[src/rtl/intdiv_recon.sv]
// intdiv_recon: iterative radix-2 Booth multiply-accumulate rebuilding x = z*y + r.
// Optional INTDIV_RECON_CHECK_EN compares x against a supplied expected dividend.
module intdiv_recon #(
    parameter int N  = 6,
    parameter int CW = 4
) (
    input  logic            clock,
    input  logic            reset,
    input  logic            in_valid,
    output logic            in_ready,
    input  logic [N-1:0]    z,
    input  logic [N-1:0]    y,
    input  logic [N-1:0]    r,
    output logic            out_valid,
    input  logic            out_ready,
    output logic [2*N-1:0]  x,
    output logic            ovf
`ifdef INTDIV_RECON_CHECK_EN
    ,
    input  logic [N-1:0]    x_exp,
    output logic            mismatch,
    output logic            err_sticky
`endif
);

    // Handshakes: a transfer happens on a rising edge where valid and ready are both
    // high; a source keeps valid and its data stable until that edge.
    typedef enum logic [1:0] {
        S_IDLE = 2'd0,
        S_BUSY = 2'd1,
        S_DONE = 2'd2
    } state_t;

    state_t             r_state;
    state_t             w_state_nxt;
    logic               w_accept;
    logic               w_last;
    logic               w_out_hs;

    logic [2*N-1:0]     r_acc;
    logic [2*N-1:0]     r_mcand;
    logic [N:0]         r_mplier;
    logic [CW-1:0]      r_cnt;
    logic [2*N-1:0]     r_x;
    logic               r_ovf;

    logic [2*N-1:0]     w_acc_step;
    logic [N:0]         w_top;
    logic               w_ovf_final;

    always_ff @(posedge clock) begin
        if (reset) begin
            r_state <= S_IDLE;
        end else begin
            r_state <= w_state_nxt;
        end
    end

    always_comb begin
        w_state_nxt = r_state;
        w_accept    = 1'b0;
        w_last      = 1'b0;
        w_out_hs    = 1'b0;
        in_ready    = 1'b0;
        out_valid   = 1'b0;
        case (r_state)
            S_IDLE: begin
                in_ready = 1'b1;
                if (in_valid) begin
                    w_accept    = 1'b1;
                    w_state_nxt = S_BUSY;
                end
            end
            S_BUSY: begin
                if (r_cnt == CW'(N - 1)) begin
                    w_last      = 1'b1;
                    w_state_nxt = S_DONE;
                end
            end
            S_DONE: begin
                out_valid = 1'b1;
                if (out_ready) begin
                    w_out_hs    = 1'b1;
                    w_state_nxt = S_IDLE;
                end
            end
            default: begin
                w_state_nxt = S_IDLE;
            end
        endcase
    end

    // Booth recoding of the multiplier pair {q(i), q(i-1)}.
    always_comb begin
        case (r_mplier[1:0])
            2'b01:   w_acc_step = r_acc + r_mcand;
            2'b10:   w_acc_step = r_acc - r_mcand;
            default: w_acc_step = r_acc;
        endcase
    end

    // x fits N signed bits only when its top N+1 bits are all copies of the sign.
    assign w_top       = w_acc_step[2*N-1:N-1];
    assign w_ovf_final = !((&w_top) || !(|w_top));

    always_ff @(posedge clock) begin
        if (reset) begin
            r_acc    <= '0;
            r_mcand  <= '0;
            r_mplier <= '0;
            r_cnt    <= '0;
            r_x      <= '0;
            r_ovf    <= 1'b0;
        end else if (w_accept) begin
            r_acc    <= {{N{r[N-1]}}, r};
            r_mcand  <= {{N{y[N-1]}}, y};
            r_mplier <= {z, 1'b0};
            r_cnt    <= '0;
        end else if (r_state == S_BUSY) begin
            r_acc    <= w_acc_step;
            r_mcand  <= r_mcand << 1;
            r_mplier <= {r_mplier[N], r_mplier[N:1]};
            r_cnt    <= r_cnt + 1'b1;
            if (w_last) begin
                r_x   <= w_acc_step;
                r_ovf <= w_ovf_final;
            end
        end
    end

    assign x   = r_x;
    assign ovf = r_ovf;

`ifdef INTDIV_RECON_CHECK_EN
    logic [N-1:0] r_x_exp;
    logic         r_mismatch;
    logic         r_err_sticky;

    always_ff @(posedge clock) begin
        if (reset) begin
            r_x_exp      <= '0;
            r_mismatch   <= 1'b0;
            r_err_sticky <= 1'b0;
        end else begin
            if (w_accept) begin
                r_x_exp <= x_exp;
            end
            if (w_last) begin
                r_mismatch <= w_ovf_final || (w_acc_step[N-1:0] != r_x_exp);
            end
            if (w_out_hs && r_mismatch) begin
                r_err_sticky <= 1'b1;
            end
        end
    end

    assign mismatch   = r_mismatch;
    assign err_sticky = r_err_sticky;
`endif

endmodule
[config.mk]
export PLATFORM = sky130hd
export DESIGN_NAME = intdiv_recon
export DESIGN_NICKNAME = d
export VERILOG_FILES = /design/src/rtl/intdiv_recon.sv
export SDC_FILE = /design/constraint.sdc
export NUM_CORES = 1
export LEC_CHECK = 0
export CAP_MARGIN = 20
export CELL_PAD_IN_SITES_DETAIL_PLACEMENT = 0
export CELL_PAD_IN_SITES_GLOBAL_PLACEMENT = 1
export CORE_ASPECT_RATIO = 0.8
export CORE_MARGIN = 4
export CORE_UTILIZATION = 42
export DETAILED_ROUTE_END_ITERATION = 8
export GPL_TIMING_DRIVEN = 0
export PLACE_DENSITY_LB_ADDON = 0.05
export RECOVER_POWER = 25
export SLEW_MARGIN = 20
export SYNTH_ARGS = -nofsm -noshare
export SYNTH_HDL_FRONTEND = slang
export SYNTH_SLANG_ARGS = --single-unit
export TNS_END_PERCENT = 5
[constraint.sdc]
create_clock -name clock -period 3.69 [get_ports clock]
set_input_delay 0.369 -clock clock [delete_from_list [all_inputs] [get_ports clock]]
set_output_delay 0.369 -clock clock [all_outputs]
set_load 0.1 [all_outputs]
==> out/qor.csv <==
metric,value,unit
crit path capture type,flop,
static leakage,0.00131,uW
Antenna Violating Nets Remaining,0,
WHS,0.457,ns
chip height,84.8,um
critical register-to-register path endpoint,ovf$_SDFFE_PP0P_,
fin crit share,94.9,%
yosys warns,0,
fillcell total,680,
ys flop type,dfxtp_1,
status,"finished, final reports clean",
number of synthesized flops with an enable pin,0,
Final Util,53.3,%
DRC Markers,0,
syn avg cell area,8.21,um2
CP Data Required Time,3.87,ns
MaxCap Viol Count,0,
Overall Power,1630,uW
VDD IR-drop max,0.000244,V
Yosys reg bits,50,
Post-synth top cells,"dfxtp_1 (50), nand2_1 (42), nor2_1 (42)",
dpl ws,-0.148,ns
die area,8820,um2
"Seq/Total Area, Yosys",32.3,%
Final Critical Period,3.50,ns
Net Sw Frac,35.0,%
Slew Limit Fails,0,
Final setup viols,0,
RSZ-0062 raised after global routing,no,
Hold Crit Depth,2,
H-tree Lvls,2,
clock share of power,25.4,%
Post-synth ARST share,0,%
Int Pwr,1060,uW
Worst-Skew Late Latency,0.31,ns
Inserted Clock Buffers,5,
Logic pwr share,37.4,%
# IOs,37,
synth-to-layout area growth,21.0,%
Final #Nets,460,
drt wl/cell,15.4,um
Final Skew,0.0153,ns
most frequent cell after synthesis,dfxtp_1,
"area leader, netlist",dfxtp_1,
Hold EP,x[0]$_SDFFE_PP0P_,
HPWL Detailed,6.10,mm
final worst slack,0.190,ns
largest cells by area after synthesis,"dfxtp_1 (32%), ha_1 (6.1%), nand2_1 (5.1%), nor2_1 (5.1%), a21oi_1 (5.0%)",
row cnt,27,
Total GRT Usage,18.2,%
crit path kind,flop to flop,
Buffers on Ports,36,
First-pass DRT Iterations,4,
synthesized area,3100,um2
Die X,104,um
maximum fanout along the worst path,10,
min-delay src,x[0]$_SDFFE_PP0P_,
pin count of the biggest net entering global routing,17,
vias per cell,5.59,
CTS Buffer Depth,2,
hold_buf cts,0,
CP startpoint kind,flop,
TritonCTS sink count,50,
Sw Pwr,569,uW
fin area,3750,um2
R2R Path Start,r_mplier[1]$_SDFFE_PP0P_,
Worst EP arrival,3.68,ns
min-delay worst type,flop to flop,
sequential share of power,37.2,%
Power Density,434,nW/um2
first-pass GRT wire length,13.4,mm
"CTS clk-pin slew, worst paths",0.10,ns
# diodes,0,
antenna violations before repair,0,
r2r setup slk,0.19,ns
GRT overflow,0,
layout cell share with drive strength beyond 1,8.04,%
post-synth top area share,32.3,%
slew margin rel.,35.4,%
core area,7030,um2
routed wire length,7.86,mm
Initial Util,44.1,%
routed vias,2850,
number of global-route vias before repair,2726,
"Distinct cells, synth",62,
Root Buffer,clkbuf_8,
TritonCTS clock tree,built,
placer congestion estimate,0.808,
Iteration-0 DRC Markers,141,
Post-Syn Instances,377,
area of placed instances,3570,um2
Slew @ Worst Pin,0.966,ns
final hold violation count,0,
net count after synthesis,415,
fmax,286,MHz
reg2reg path depth,13,
-- flip-flops by register name, summed over array words and instances (netlist names) --
signal and cells:
r_cnt 4, r_mplier 7, r_mcand 12, ovf 1, x 12, r_acc 12
r_state 2
-- worst max-delay path, cell delays in order (launching register included) --
cell      delay, ns
dfxtp_1        0.40
ha_2           0.26
clkbuf_4       0.22
a31oi_1        0.07
xnor2_1        0.27
ha_2           0.35
or2_2          0.33
a31oi_4        0.21
a2111o_1       0.12
o211ai_1       0.15
or4_1          0.41
or3_1          0.33
mux2i_2        0.20
o31ai_2        0.07
-- cell families (layout without fill, tap and decap cells) --
kind of cell | count (synthesis) | count (layout) | synth area share (%)
AOI/OAI and AO/OA | 110 | 110 | 25.9
xor gates and xnor gates | 17 | 17 | 5.41
adders and majority gates | 16 | 16 | 6.71
buffers and inverters | 30 | 76 | 3.96
DFF | 50 | 50 | 32.3
muxes | 6 | 6 | 1.94
and+or+nand+nor | 148 | 148 | 23.7
-- power groups by stage --
stage	sequential (uW)	clock, uW	combinational, uW
detailed placement	617	0	572
finish	605	413	609
global placement	616	0	569
global route	611	449	677
CTS	604	422	579
floorplan	607	0	446
-- cell type report --
type                    instances  area (um2)  share of cell area, %
clock inverters                 2        38.8                   1.04
well taps                      87         109                   2.90
plain buffers                  22        96.3                   2.57
inverters                       8        30.0                  0.801
clock buffers                   6        82.6                   2.20
repair buffers                 38         375                   10.0
multi-input cells             297        2010                   53.8
flip-flops and latches         50        1000                   26.7
-- per-layer routing --
| layer | GRT usage, % | vias to the layer above | routed length, um |
|---|---|---|---|
| met5 | 0 | - | 0 |
| li1 | - | 1476 | - |
| met3 | 3.07 | 6 | 335 |
| met1 | 26.1 | 1310 | 4030 |
| met4 | 3.86 | 0 | 78 |
| met2 | 28.8 | 58 | 3420 |
-- layout by cell type (no fill, tap or decap), types with 12 or more instances in the layout --
| cell type | count |
|---|---|
| nor2_1 | 42 |
| clkdlybuf4s50_1 | 35 |
| clkbuf_1 | 16 |
| nand2_1 | 42 |
| a21oi_1 | 30 |
| ha_1 | 13 |
| nor3_1 | 16 |
| xnor2_1 | 12 |
| dfxtp_1 | 50 |
| a22oi_1 | 12 |
-- stage by stage --
step,setup TNS [ns],cells
2_1_floorplan,0,377
3_3_place_gp,-0.138,500
3_5_place_dp,-0.148,500
4_1_cts,0,508
5_1_grt,0,510
6_report,0,510
-- how the worst max path moves through the flow --
stage	start	endpoint	cells after the start
2_1_floorplan	r_mplier[0]$_SDFFE_PP0P_	ovf$_SDFFE_PP0P_	13
3_3_place_gp	r_mplier[1]$_SDFFE_PP0P_	ovf$_SDFFE_PP0P_	12
3_5_place_dp	r_mplier[1]$_SDFFE_PP0P_	ovf$_SDFFE_PP0P_	12
4_1_cts	r_mcand[2]$_SDFFE_PP0P_	ovf$_SDFFE_PP0P_	14
5_1_grt	r_mcand[2]$_SDFFE_PP0P_	ovf$_SDFFE_PP0P_	13
6_report	r_mplier[1]$_SDFFE_PP0P_	ovf$_SDFFE_PP0P_	13
-- repair_timing --
item / 4_1_cts / 5_1_grt
resized for setup: 2 / 8
setup endpoints to repair: 1 / 2
pin swaps: 0 / 4
gates cloned: 0 / 0
setup buffers: 0 / 2
No activity file was read; power rests on OpenSTA's default activity.
